### config.mk
export PLATFORM = sky130hd
export DESIGN_NAME = peak_readout_streamer_flat
export DESIGN_NICKNAME = d
export VERILOG_FILES = /design/src/rtl/peak_readout_streamer_pkg.sv /design/src/rtl/peak_readout_streamer_if.sv /design/src/rtl/peak_readout_streamer_depth_scaler.sv /design/src/rtl/peak_readout_streamer.sv /design/src/flat_wrapper.sv
export SDC_FILE = /design/constraint.sdc
export NUM_CORES = 1
export LEC_CHECK = 0
export CAP_MARGIN = 20
export CORE_ASPECT_RATIO = 0.75
export CORE_MARGIN = 8
export CORE_UTILIZATION = 58
export DETAILED_ROUTE_END_ITERATION = 10
export DONT_BUFFER_PORTS = 1
export PLACE_DENSITY = 0.76
export SYNTH_ARGS = -nofsm -noshare
export SYNTH_HDL_FRONTEND = slang
export SYNTH_SLANG_ARGS = --single-unit
### constraint.sdc
create_clock -name clk -period 5.3 [get_ports clk]
set_input_delay 0.53 -clock clk [delete_from_list [all_inputs] [get_ports clk]]
set_output_delay 0.53 -clock clk [all_outputs]
set_load 0.01 [all_outputs]
### src/rtl/peak_readout_streamer_pkg.sv
// Shared widths, frame type and FSM encoding for the peak readout streamer.
// Kept consistent with the histogram builder's header (NP, PIXEL_NUM, PIX_W).
package peak_readout_streamer_pkg;

  localparam int NP        = 16;
  localparam int PIXEL_NUM = 8;
  localparam int PIX_W     = 3;
  localparam int LAST_PIX  = PIXEL_NUM - 1;

  typedef enum logic {
    IDLE   = 1'b0,
    STREAM = 1'b1
  } state_e;

  typedef logic [NP*PIXEL_NUM-1:0] frame_t;

  function automatic logic [NP-1:0] pick_pixel(input frame_t f, input logic [PIX_W-1:0] idx);
    return f[idx*NP +: NP];
  endfunction

endpackage

### src/rtl/peak_readout_streamer_if.sv
// Valid/ready beat stream from the peak readout streamer to the depth/readout path.
interface peak_readout_streamer_if;
  import peak_readout_streamer_pkg::*;

  logic             out_valid;
  logic             out_ready;
  logic [NP-1:0]    out_data;
  logic [PIX_W-1:0] out_pixel;
  logic             out_last;

  modport master (output out_valid, out_data, out_pixel, out_last, input  out_ready);
  modport slave  (input  out_valid, out_data, out_pixel, out_last, output out_ready);

endinterface

### src/rtl/peak_readout_streamer_depth_scaler.sv
// Combinational depth scaler: (peak * SCALE) >> SCALE_SHIFT, saturated to NP bits.
module peak_depth_scaler
  import peak_readout_streamer_pkg::*;
#(
  parameter logic [15:0] SCALE       = 16'd150,
  parameter int          SCALE_SHIFT = 4
) (
  input  logic [NP-1:0] peak_i,
  output logic [NP-1:0] depth_o
);

  logic [NP+15:0] prod;
  logic [NP+15:0] shifted;

  always_comb begin
    prod    = {16'b0, peak_i} * {{NP{1'b0}}, SCALE};
    shifted = prod >> SCALE_SHIFT;
    depth_o = (|shifted[NP+15:NP]) ? '1 : shifted[NP-1:0];
  end

endmodule

### src/rtl/peak_readout_streamer.sv
// Snapshots finished histogram frames and streams one peak per beat, with one
// pending frame of slack. Optional depth scaling under PEAK_DEPTH_SCALE_EN.
module peak_readout_streamer
  import peak_readout_streamer_pkg::*;
#(
  parameter int FID_W = 8
`ifdef PEAK_DEPTH_SCALE_EN
  ,
  parameter logic [15:0] SCALE       = 16'd150,
  parameter int          SCALE_SHIFT = 4
`endif
) (
  input  logic                    clk,
  input  logic                    res,
  input  logic                    peak_valid,
  input  frame_t                  peak_data,
  input  logic                    overrun_clr,
  peak_readout_streamer_if.master out_if,
  output logic [FID_W-1:0]        frame_id,
  output logic                    overrun,
  output logic                    busy
);

  state_e           state_q, state_d;
  logic [PIX_W-1:0] pixel_q, pixel_d;
  frame_t           shadow_q, shadow_d;
  frame_t           pending_q, pending_d;
  logic             pending_vld_q, pending_vld_d;
  logic [FID_W-1:0] frame_id_q, frame_id_d;
  logic             overrun_q, overrun_d;
  logic             busy_q, busy_d;
  logic             out_valid_q, out_valid_d;
  logic [NP-1:0]    out_data_q, out_data_d;
  logic [PIX_W-1:0] out_pixel_q, out_pixel_d;
  logic             out_last_q, out_last_d;

  logic             xfer;
  logic             last_xfer;
  logic             ovr_set;
  logic [NP-1:0]    raw_pix;
  logic [NP-1:0]    out_word;

  // The output word is derived from the next shadow/pointer so it lands in the
  // same register stage as out_valid; scaling adds no cycle.
  assign raw_pix = pick_pixel(shadow_d, pixel_d);

`ifdef PEAK_DEPTH_SCALE_EN
  peak_depth_scaler #(
    .SCALE       (SCALE),
    .SCALE_SHIFT (SCALE_SHIFT)
  ) u_scaler (
    .peak_i  (raw_pix),
    .depth_o (out_word)
  );
`else
  assign out_word = raw_pix;
`endif

  // NOTE: every variable gets a default at the top of always_comb so no path
  // leaves it unassigned, which would otherwise infer a latch.
  always_comb begin
    state_d       = state_q;
    pixel_d       = pixel_q;
    shadow_d      = shadow_q;
    pending_d     = pending_q;
    pending_vld_d = pending_vld_q;
    frame_id_d    = frame_id_q;
    ovr_set       = 1'b0;

    xfer      = out_valid_q && out_if.out_ready;
    last_xfer = xfer && (pixel_q == PIX_W'(LAST_PIX));

    case (state_q)
      IDLE: begin
        if (peak_valid) begin
          shadow_d = peak_data;
          pixel_d  = '0;
          state_d  = STREAM;
        end
      end
      STREAM: begin
        if (last_xfer) begin
          frame_id_d = frame_id_q + 1'b1;
          pixel_d    = '0;
          if (pending_vld_q) begin
            shadow_d      = pending_q;
            pending_vld_d = peak_valid;
            if (peak_valid) pending_d = peak_data;
          end else if (peak_valid) begin
            shadow_d = peak_data;
          end else begin
            state_d = IDLE;
          end
        end else begin
          if (xfer) pixel_d = pixel_q + 1'b1;
          if (peak_valid) begin
            if (!pending_vld_q) begin
              pending_d     = peak_data;
              pending_vld_d = 1'b1;
            end else begin
              ovr_set = 1'b1;
            end
          end
        end
      end
      default: state_d = IDLE;
    endcase

    overrun_d   = ovr_set ? 1'b1 : (overrun_clr ? 1'b0 : overrun_q);
    out_valid_d = (state_d == STREAM);
    out_pixel_d = out_valid_d ? pixel_d : '0;
    out_last_d  = out_valid_d && (pixel_d == PIX_W'(LAST_PIX));
    out_data_d  = out_valid_d ? out_word : '0;
    busy_d      = out_valid_d || pending_vld_d;
  end

  // NOTE: sequential state uses non-blocking assignments only, so every flop
  // samples the pre-edge values regardless of statement order.
  always_ff @(posedge clk or negedge res) begin
    if (!res) begin
      state_q       <= IDLE;
      pixel_q       <= '0;
      pending_vld_q <= 1'b0;
      frame_id_q    <= '0;
      overrun_q     <= 1'b0;
      busy_q        <= 1'b0;
      out_valid_q   <= 1'b0;
      out_data_q    <= '0;
      out_pixel_q   <= '0;
      out_last_q    <= 1'b0;
    end else begin
      state_q       <= state_d;
      pixel_q       <= pixel_d;
      pending_vld_q <= pending_vld_d;
      frame_id_q    <= frame_id_d;
      overrun_q     <= overrun_d;
      busy_q        <= busy_d;
      out_valid_q   <= out_valid_d;
      out_data_q    <= out_data_d;
      out_pixel_q   <= out_pixel_d;
      out_last_q    <= out_last_d;
    end
  end

  // NOTE: the frame buffers carry no reset; their valid qualifiers (state_q,
  // pending_vld_q) are reset, so stale contents can never be presented.
  always_ff @(posedge clk) begin
    shadow_q  <= shadow_d;
    pending_q <= pending_d;
  end

  assign out_if.out_valid = out_valid_q;
  assign out_if.out_data  = out_data_q;
  assign out_if.out_pixel = out_pixel_q;
  assign out_if.out_last  = out_last_q;
  assign frame_id         = frame_id_q;
  assign overrun          = overrun_q;
  assign busy             = busy_q;

endmodule

### src/flat_wrapper.sv
// flat-port wrapper written by rule: the top's interface ports become plain ports
module peak_readout_streamer_flat import peak_readout_streamer_pkg::*;
#(
  parameter int FID_W = 8

)
  (clk, res, peak_valid, peak_data, overrun_clr, frame_id, overrun, busy, out_if_out_valid, out_if_out_data, out_if_out_pixel, out_if_out_last, out_if_out_ready);
  peak_readout_streamer_if out_if_i ();
  input  logic clk;
  input  logic res;
  input  logic peak_valid;
  input  frame_t peak_data;
  input  logic overrun_clr;
  output logic [FID_W-1:0] frame_id;
  output logic overrun;
  output logic busy;
  output wire logic [$bits(out_if_i.out_valid)-1:0] out_if_out_valid;
  output wire logic [$bits(out_if_i.out_data)-1:0] out_if_out_data;
  output wire logic [$bits(out_if_i.out_pixel)-1:0] out_if_out_pixel;
  output wire logic [$bits(out_if_i.out_last)-1:0] out_if_out_last;
  input wire logic [$bits(out_if_i.out_ready)-1:0] out_if_out_ready;
  assign out_if_out_valid = out_if_i.out_valid;
  assign out_if_out_data = out_if_i.out_data;
  assign out_if_out_pixel = out_if_i.out_pixel;
  assign out_if_out_last = out_if_i.out_last;
  assign out_if_i.out_ready = out_if_out_ready;
  peak_readout_streamer #(.FID_W(FID_W)) u_core (.clk(clk), .res(res), .peak_valid(peak_valid), .peak_data(peak_data), .overrun_clr(overrun_clr), .out_if(out_if_i), .frame_id(frame_id), .overrun(overrun), .busy(busy));
endmodule
==> metrics.md, run 1 <==
| Metric | Value |
|---|---|
| Maximum number of pins on one net before global-route repair | `about 160` |
| Initial core utilization | `between 50 and 60%` |
| Fill cells | `roughly 1800` |
| Proportion of layout cells with a drive suffix above 1 | `between 7 and 8%` |
| H-tree Lvls | `1` |
| Start of the worst register-to-register path | `u_core.pixel_q[1]` |
| YS warnings | `0` |
| Core area | `around 0.023 mm²` |
| Initial antenna violation count | `1` |
| Drt drc | `0` |
| Clk root buf | `clkbuf_16` |
| Final hold violations | `0` |
| Final Cycle Share | `70.19%` |
| Req. time, crit path | `approximately 5.7 ns` |
| HP Class | `in2reg` |
| Wire per inst | `between 20 and 30 µm` |
| Maximum vdd drop | `around 0.35 mV` |
| Synth area leaders | `edfxtp_1 (28%), dfxtp_1 (19%), mux2i_1 (11%), dfrtp_1 (6.5%), a22oi_1 (4.6%)` |
| Sink Count | `roughly 290` |
| Starting DRT DRC Count | `roughly 1200` |
| Final Max Tran Viols | `0` |
| Die footprint | `about 0.028 mm²` |
| Post-route ant nets | `0` |
| # port buffers | `0` |
| Finish-stage setup viols | `0` |
| Core Rows | `48` |
| Leak | `about 0.0055 µW` |
| I/O pin count | `164` |
| CTS Buffer Depth | `3` |
| Setup TNS | `0 ns` |
| Final WL | `roughly 38000 µm` |
| Clock power share | `25.7%` |
| Clk_skew | `around 0.027 ns` |
| #FFs+latches synth | `291` |
| Grt total ovfl | `0` |
| Resized Gates After CTS | `0` |
| First-pass GRT wire length | `57980 µm` |
| Startpoint types | `flop` |
| Worst slew margin | `31.84%` |
| CP Max Fanout | `90` |
| Area Overhead vs Synth | `7.421%` |
| Netlist area before placement | `between 0.01 and 0.015 mm²` |
| GP Congestion | `between 0.7 and 0.8` |
| Largest stage delay on the critical path | `between 0.9 and 1 ns` |
| Post-synth top area share | `between 20% and 30%` |
| Clock transition at the registers of the reported paths | `around 0.070 ns` |
| Pwr Density | `545.4 mW/mm²` |
| Nets | `between 1000 and 1500` |
| Syn avg cell area | `around 11 µm²` |
| Async SR Flop Fraction | `between 10% and 20%` |
| Skew-Pair Late Insertion Delay | `0.56 ns` |
| Status | `finished, final reports clean` |
| Vias in the first global route | `roughly 9400` |
| Fmax | `about 270 MHz` |
| Crit. End Element | `flop` |
| Die width | `a little under 200 µm` |
| Overall power | `between 7000 and 8000 µW` |
| RSZ-0062 raised after global routing | `false` |
| DP Wirelength | `23410 µm` |
| Avg Vias per Cell | `roughly 7.0` |
| Pint | `about 5300 µW` |
| Actual slew at the worst max-slew pin | `between 1 and 1.5 ns` |
| Placed cell count | `roughly 1400` |
| CTS tree | `yes` |
| Synth cell types | `55` |
| Worst hold endpoint | `u_core.pending_q[120]` |
| Final Critical Period | `around 3.7 ns` |
| Sequential fraction of the synthesis area | `53.92%` |
| Hold path start | `peak_data[120]` |
| Die H | `148.2 µm` |
| Vias | `~10000` |
| R2R cell count | `8` |
| Layout Cells excl Fill | `about 1400` |
| Combinational share of power | `31.2%` |
| GRT Total Usage | `25.61%` |
| # diodes | `0` |
| Flop pwr share | `between 40% and 50%` |
| FF-to-FF setup slack | `1.58 ns` |
| Hold WS | `between 0.06 and 0.07 ns` |
| Crit path DAT | `roughly 4.1 ns` |
| CP cell instances | `ha_1, ha_4, nand3_1, buf_4, o22ai_1, a22oi_1, o211ai_1, o211ai_1` |
| Mapped Cells | `~1200` |
| CTS Buf Count | `29` |
| Synth area leader | `edfxtp_1` |
| Hold path cells | `0` |
| Max-cap violations | `0` |
| Main synth FF type | `edfxtp_1` |
| Setup Buffers After CTS | `0` |
| Endpoint of the worst register-to-register path | `u_core.out_if.out_data[15]` |
| Sw Pwr | `around 2600 µW` |
| Switch share | `between 30% and 40%` |
| Cell mode on critical path | `o211ai_1` |
| WS Path Type | `reg2reg` |
| Pre-antenna DRT Iters | `5` |
| Crit-path slowest cell | `nand3_1` |
| Synthesized Nets | `between 1000 and 1500` |
| Post-synth EDFFs | `between 100 and 150` |
[layout by cell type (no fill, tap or decap), types with 9 or more instances in the layout]
cell type / netlist / final
a21boi_0: 11 / 11
a21o_1: 28 / 28
a21oi_1: 80 / 80
a22oi_1: 82 / 82
a311oi_1: 9 / 9
and4b_1: 20 / 20
buf_4: 3 / 14
clkbuf_16: 0 / 29
dfrtp_1: 35 / 33
dfxtp_1: 128 / 128
edfxtp_1: 128 / 128
inv_1: 20 / 19
mux2i_1: 149 / 149
nand2_1: 32 / 31
nand3_1: 28 / 28
nand4b_1: 55 / 55
o2111a_1: 9 / 9
o211ai_1: 14 / 14
o21ai_0: 48 / 48
o221ai_1: 15 / 15
o22ai_1: 48 / 48
[registers in the layout (all words and copies together) (netlist names)]
name,flops
u_core.pending_q,128
u_core.shadow_q,128
u_core.out_if.out_data,16
u_core.frame_id,8
u_core.out_if.out_pixel,3
u_core.pixel_q,3
u_core.busy,1
u_core.out_if.out_last,1
u_core.overrun,1
u_core.pending_vld_q,1
u_core.state_q,1
[metrics by stage]
stage | utilization (%) | area (µm²) | worst slack [ns]
floorplan | - | 13510 | 0.1708
detailed placement | 58.87 | 13510 | 1.688
CTS | 63.15 | 14490 | 1.661
global route | 63.24 | 14510 | 1.317
global placement | 58.87 | 13510 | 1.773
finish | 63.24 | 14510 | 1.580
[worst max-delay path by stage]
stage | start | endpoint | slack, ns | depth (start not counted)
3_3_place_gp | u_core.pixel_q[1] | u_core.out_if.out_data[14] | 1.77 | 8
3_5_place_dp | u_core.pixel_q[1] | u_core.out_if.out_data[4] | 1.69 | 8
2_1_floorplan | peak_valid | u_core.pending_q[0] | 0.17 | 6
6_report | u_core.pixel_q[1] | u_core.out_if.out_data[15] | 1.58 | 8
4_1_cts | u_core.pixel_q[1] | u_core.out_if.out_data[14] | 1.66 | 8
5_1_grt | u_core.pixel_q[1] | u_core.out_if.out_data[13] | 1.32 | 8
[cell type report]
| type | instances | area [µm²] | area share (%) |
|---|---|---|---|
| clock buffer | 41 | 850.8 | 5.865 |
| multi-input combinational | 737 | 5615 | 38.71 |
| clock inverter | 13 | 101.3 | 0.6986 |
| tap | 300 | 375.4 | 2.587 |
| timing repair buffer | 19 | 195.2 | 1.345 |
| inverter | 22 | 82.58 | 0.5692 |
| sequential | 291 | 7287 | 50.23 |
[cell families after synthesis]
family / after synthesis / share of synthesized area, %
muxes: 152 / 11.29
AOI/OAI and AO/OA: 406 / 20.85
xor gates and xnor gates: 7 / 0.4540
adders and majority gates: 3 / 0.2780
DFF: 291 / 53.92
buffers and inverters: 148 / 4.679
and+or+nand+nor: 169 / 8.523
[power groups by stage]
stage,Clock (µW),Combinational (µW),Sequential (µW)
after floorplan,0,1900,3330
after global placement,0,2300,3420
after detailed placement,0,2390,3440
after CTS,2060,2400,3400
after global routing,2140,2680,3470
final,2040,2460,3410
[Yosys cell counts, types with 3 or more instances]
library cell / number
a21boi_0: 11
a21o_1: 28
a21oi_1: 80
a22oi_1: 82
a2bb2oi_1: 8
a311oi_1: 9
a31oi_1: 8
a41oi_1: 8
and3_1: 3
and3b_1: 3
and4b_1: 20
buf_1: 13
buf_2: 46
buf_4: 3
clkbuf_1: 63
dfrtp_1: 35
dfxtp_1: 128
edfxtp_1: 128
ha_1: 3
inv_1: 20
mux2_2: 3
mux2i_1: 149
nand2_1: 32
nand3_1: 28
nand4_1: 5
nand4b_1: 55
nor2_1: 6
nor2b_1: 3
o2111a_1: 9
o2111ai_1: 8
o211ai_1: 14
o21ai_0: 48
o221ai_1: 15
o22a_1: 8
o22ai_1: 48
o2bb2ai_1: 7
o311a_1: 8
xnor2_1: 7
[what timing repair did]
action,in CTS,in global routing
endpoints found under the hold margin,35,0
setup endpoints to repair,0,0
hold buffers,2,0
[per-layer routing]
metal | share of wire, % | wire (µm) | GRT usage, %
met4 | 1.8 | 688 | 4.726
met2 | 43 | 16540 | 36.72
met5 | 0.026 | 10 | 0
met1 | 44 | 16800 | 38.19
met3 | 11 | 4010 | 7.230
[critical path: cells and delay by family, from the launching register on]
kind | cells | cell delay [ns]
buffers and inverters | 1 | 0.52
AND/OR/NAND/NOR | 1 | 0.91
adder cells (fa/ha/maj) | 2 | 1.04
flip-flops | 1 | 0.41
AO/OA/AOI/OAI | 4 | 0.65
Power figures use the tool's default switching activity.
==> run 2: changes to the inputs <==
- CORE_UTILIZATION: 58 -> 64
- PLACE_DENSITY: 0.76 -> 0.8
- clock period: 5.3 -> 3.8 ns (I/O delays scaled with it)
==> metrics.md, run 2 (synthesis gave the netlist of run 1 again) <==
| Metric | Value |
|---|---|
| Max-cap violations | `0` |
| Crit-path slowest cell | `and2_2` |
| Core Rows | `46` |
| # diodes | `0` |
| Wire per inst | `25.87 µm` |
| Delay-heaviest family, CP | `simple AND/OR/NAND/NOR gates` |
| RSZ-0062 raised after global routing | `false` |
| Skew-Pair Late Insertion Delay | `between 0.5 and 0.6 ns` |
| Final Critical Period | `between 3 and 4 ns` |
| Startpoint types | `flop` |
| Die footprint | `approximately 0.026 mm²` |
| Cell mode on critical path | `o211ai_1` |
| Proportion of layout cells with a drive suffix above 1 | `6.598%` |
| Req. time, crit path | `4.25 ns` |
| CTS Buf Count | `28` |
| # port buffers | `0` |
| HP Class | `in2reg` |
| Drt drc | `0` |
| Storage element area | `approximately 0.0073 mm²` |
| Worst path depth | `8` |
| Vias in the first global route | `between 10000 and 15000` |
| Avg Vias per Cell | `a little over 7` |
| Final hold violations | `0` |
| H-tree Lvls | `1` |
| GP Congestion | `0.8419` |
| Area Overhead vs Synth | `16.89%` |
| Die width | `approximately 180 µm` |
| Final Cycle Share | `slightly above 80%` |
| Initial antenna violation count | `0` |
| Sink Count | `between 200 and 300` |
| GRT Total Usage | `between 20% and 30%` |
| Setup TNS | `0 ns` |
| Pre-antenna DRT Iters | `6` |
| CP cell instances | `ha_1, ha_4, and2_2, buf_4, o22ai_1, a22oi_1, o211ai_1, o211ai_1` |
| Final Max Tran Viols | `0` |
| Commonest cells after routing, fill and taps aside | `mux2i_1 (149), dlygate4sd3_1 (130), edfxtp_1 (128), dfxtp_1 (128), a22oi_1 (82)` |
| Leak | `between 0.006 and 0.007 µW` |
| Actual slew at the worst max-slew pin | `0.9143 ns` |
| Crit. End Element | `flop` |
| Fill cells | `1402` |
| Post-route ant nets | `0` |
| CTS tree | `yes` |
| Maximum vdd drop | `around 0.51 mV` |
| Placed cell count | `between 1000 and 1500` |
| Maximum number of pins on one net before global-route repair | `~160` |
| Core area | `roughly 0.021 mm²` |
| Nets | `between 1000 and 1500` |
| Pwr Density | `around 700 mW/mm²` |
| Hold path cells | `2` |
| Die H | `between 100 and 150 µm` |
| Resized Gates After CTS | `0` |
| Setup Buffers After CTS | `0` |
| Layout Cells excl Fill | `approximately 1500` |
| Clk_skew | `approximately 0.014 ns` |
| Largest stage delay on the critical path | `a little over 0.8 ns` |
| Worst slew margin | `around 39%` |
| R2R cell count | `8` |
| Crit path buf inv count | `1` |
| CTS Buffer Depth | `3` |
| Status | `finished, final reports clean` |
| Vias | `10989` |
| Fmax | `320.1 MHz` |
| Clock transition at the registers of the reported paths | `0.07 ns` |
| Grt total ovfl | `0` |
| Initial core utilization | `~64%` |
| DP Wirelength | `23090 µm` |
| Final WL | `approximately 40000 µm` |
| Commonest non-fill, non-tap cell in the layout | `mux2i_1` |
| First-pass GRT wire length | `around 60000 µm` |
| Multi-input gate area | `roughly 0.0056 mm²` |
| Clk root buf | `clkbuf_16` |
| CP Max Fanout | `40` |
| WS Path Type | `reg2reg` |
| Crit path DAT | `3.57 ns` |
| Finish-stage setup viols | `0` |
| Starting DRT DRC Count | `1674` |
| I/O pin count | `between 150 and 200` |
run 2: cell types whose count changed in the layout (fill, tap and decap cells not counted), sizes merged:
cell and change:
buf +8, clkbuf -1, clkinv +4, clkinvlp -4
dlygate4sd3 +129, inv -1
run 2: metrics by stage:
| stage | cell area, µm² | worst slack [ns] | power [µW] | util (%) | hold slack, ns |
|---|---|---|---|---|---|
| floorplan | 13510 | 0.1341 | 7289 | - | 0.08441 |
| global placement | 13600 | 0.8886 | 7978 | 64.89 | 0.08541 |
| detailed placement | 13600 | 0.8002 | 8129 | 64.89 | 0.08535 |
| CTS | 15790 | 0.7646 | 10920 | 75.35 | 0.001461 |
| global route | 15790 | 0.5218 | 11560 | 75.35 | 0.007232 |
| finish | 15790 | 0.6759 | 11040 | 75.35 | 0.02831 |
run 2: repair_timing:
| item | CTS | global route |
|---|---|---|
| endpoints found under the setup margin | 0 | 0 |
| hold buffers | 131 | 0 |
| hold endpoints to repair | 164 | 0 |
run 2: metal layers:
metal | GRT usage, % | wire [µm]
met1 | 43.40 | 16670
met5 | 0 | 0
met4 | 9.403 | 1296
met2 | 42.40 | 17040
met3 | 7.869 | 4984
run 2: layout make-up:
cell class | count | area share, %
clock buffers | 40 | 4.914
clock inverters | 12 | 0.5944
inverters | 22 | 0.5231
multi-input cells | 737 | 35.57
flip-flops and latches | 291 | 46.16
well taps | 288 | 2.283
repair buffers | 156 | 9.955
run 2: worst paths after layout:
check / startpoint / end / slack [ns]
max in group asynchronous: res / u_core.state_q / 3.26
min in group asynchronous: res / u_core.out_if.out_data[4] / 0.32
setup reg to reg: u_core.pixel_q[0] / u_core.out_if.out_data[11] / 0.68
hold reg to reg: u_core.shadow_q[54] / u_core.shadow_q[54] / 0.54
hold / removal: peak_data[99] / u_core.shadow_q[99] / 0.03
setup / recovery: u_core.pixel_q[0] / u_core.out_if.out_data[11] / 0.68
run 2: power by group:
part | total, µW | switching [µW] | internal [µW]
sequential | 4780 | 564 | 4220
combinational | 3580 | 1970 | 1610
clock | 2680 | 1200 | 1490
total | 11000 | 3730 | 7310
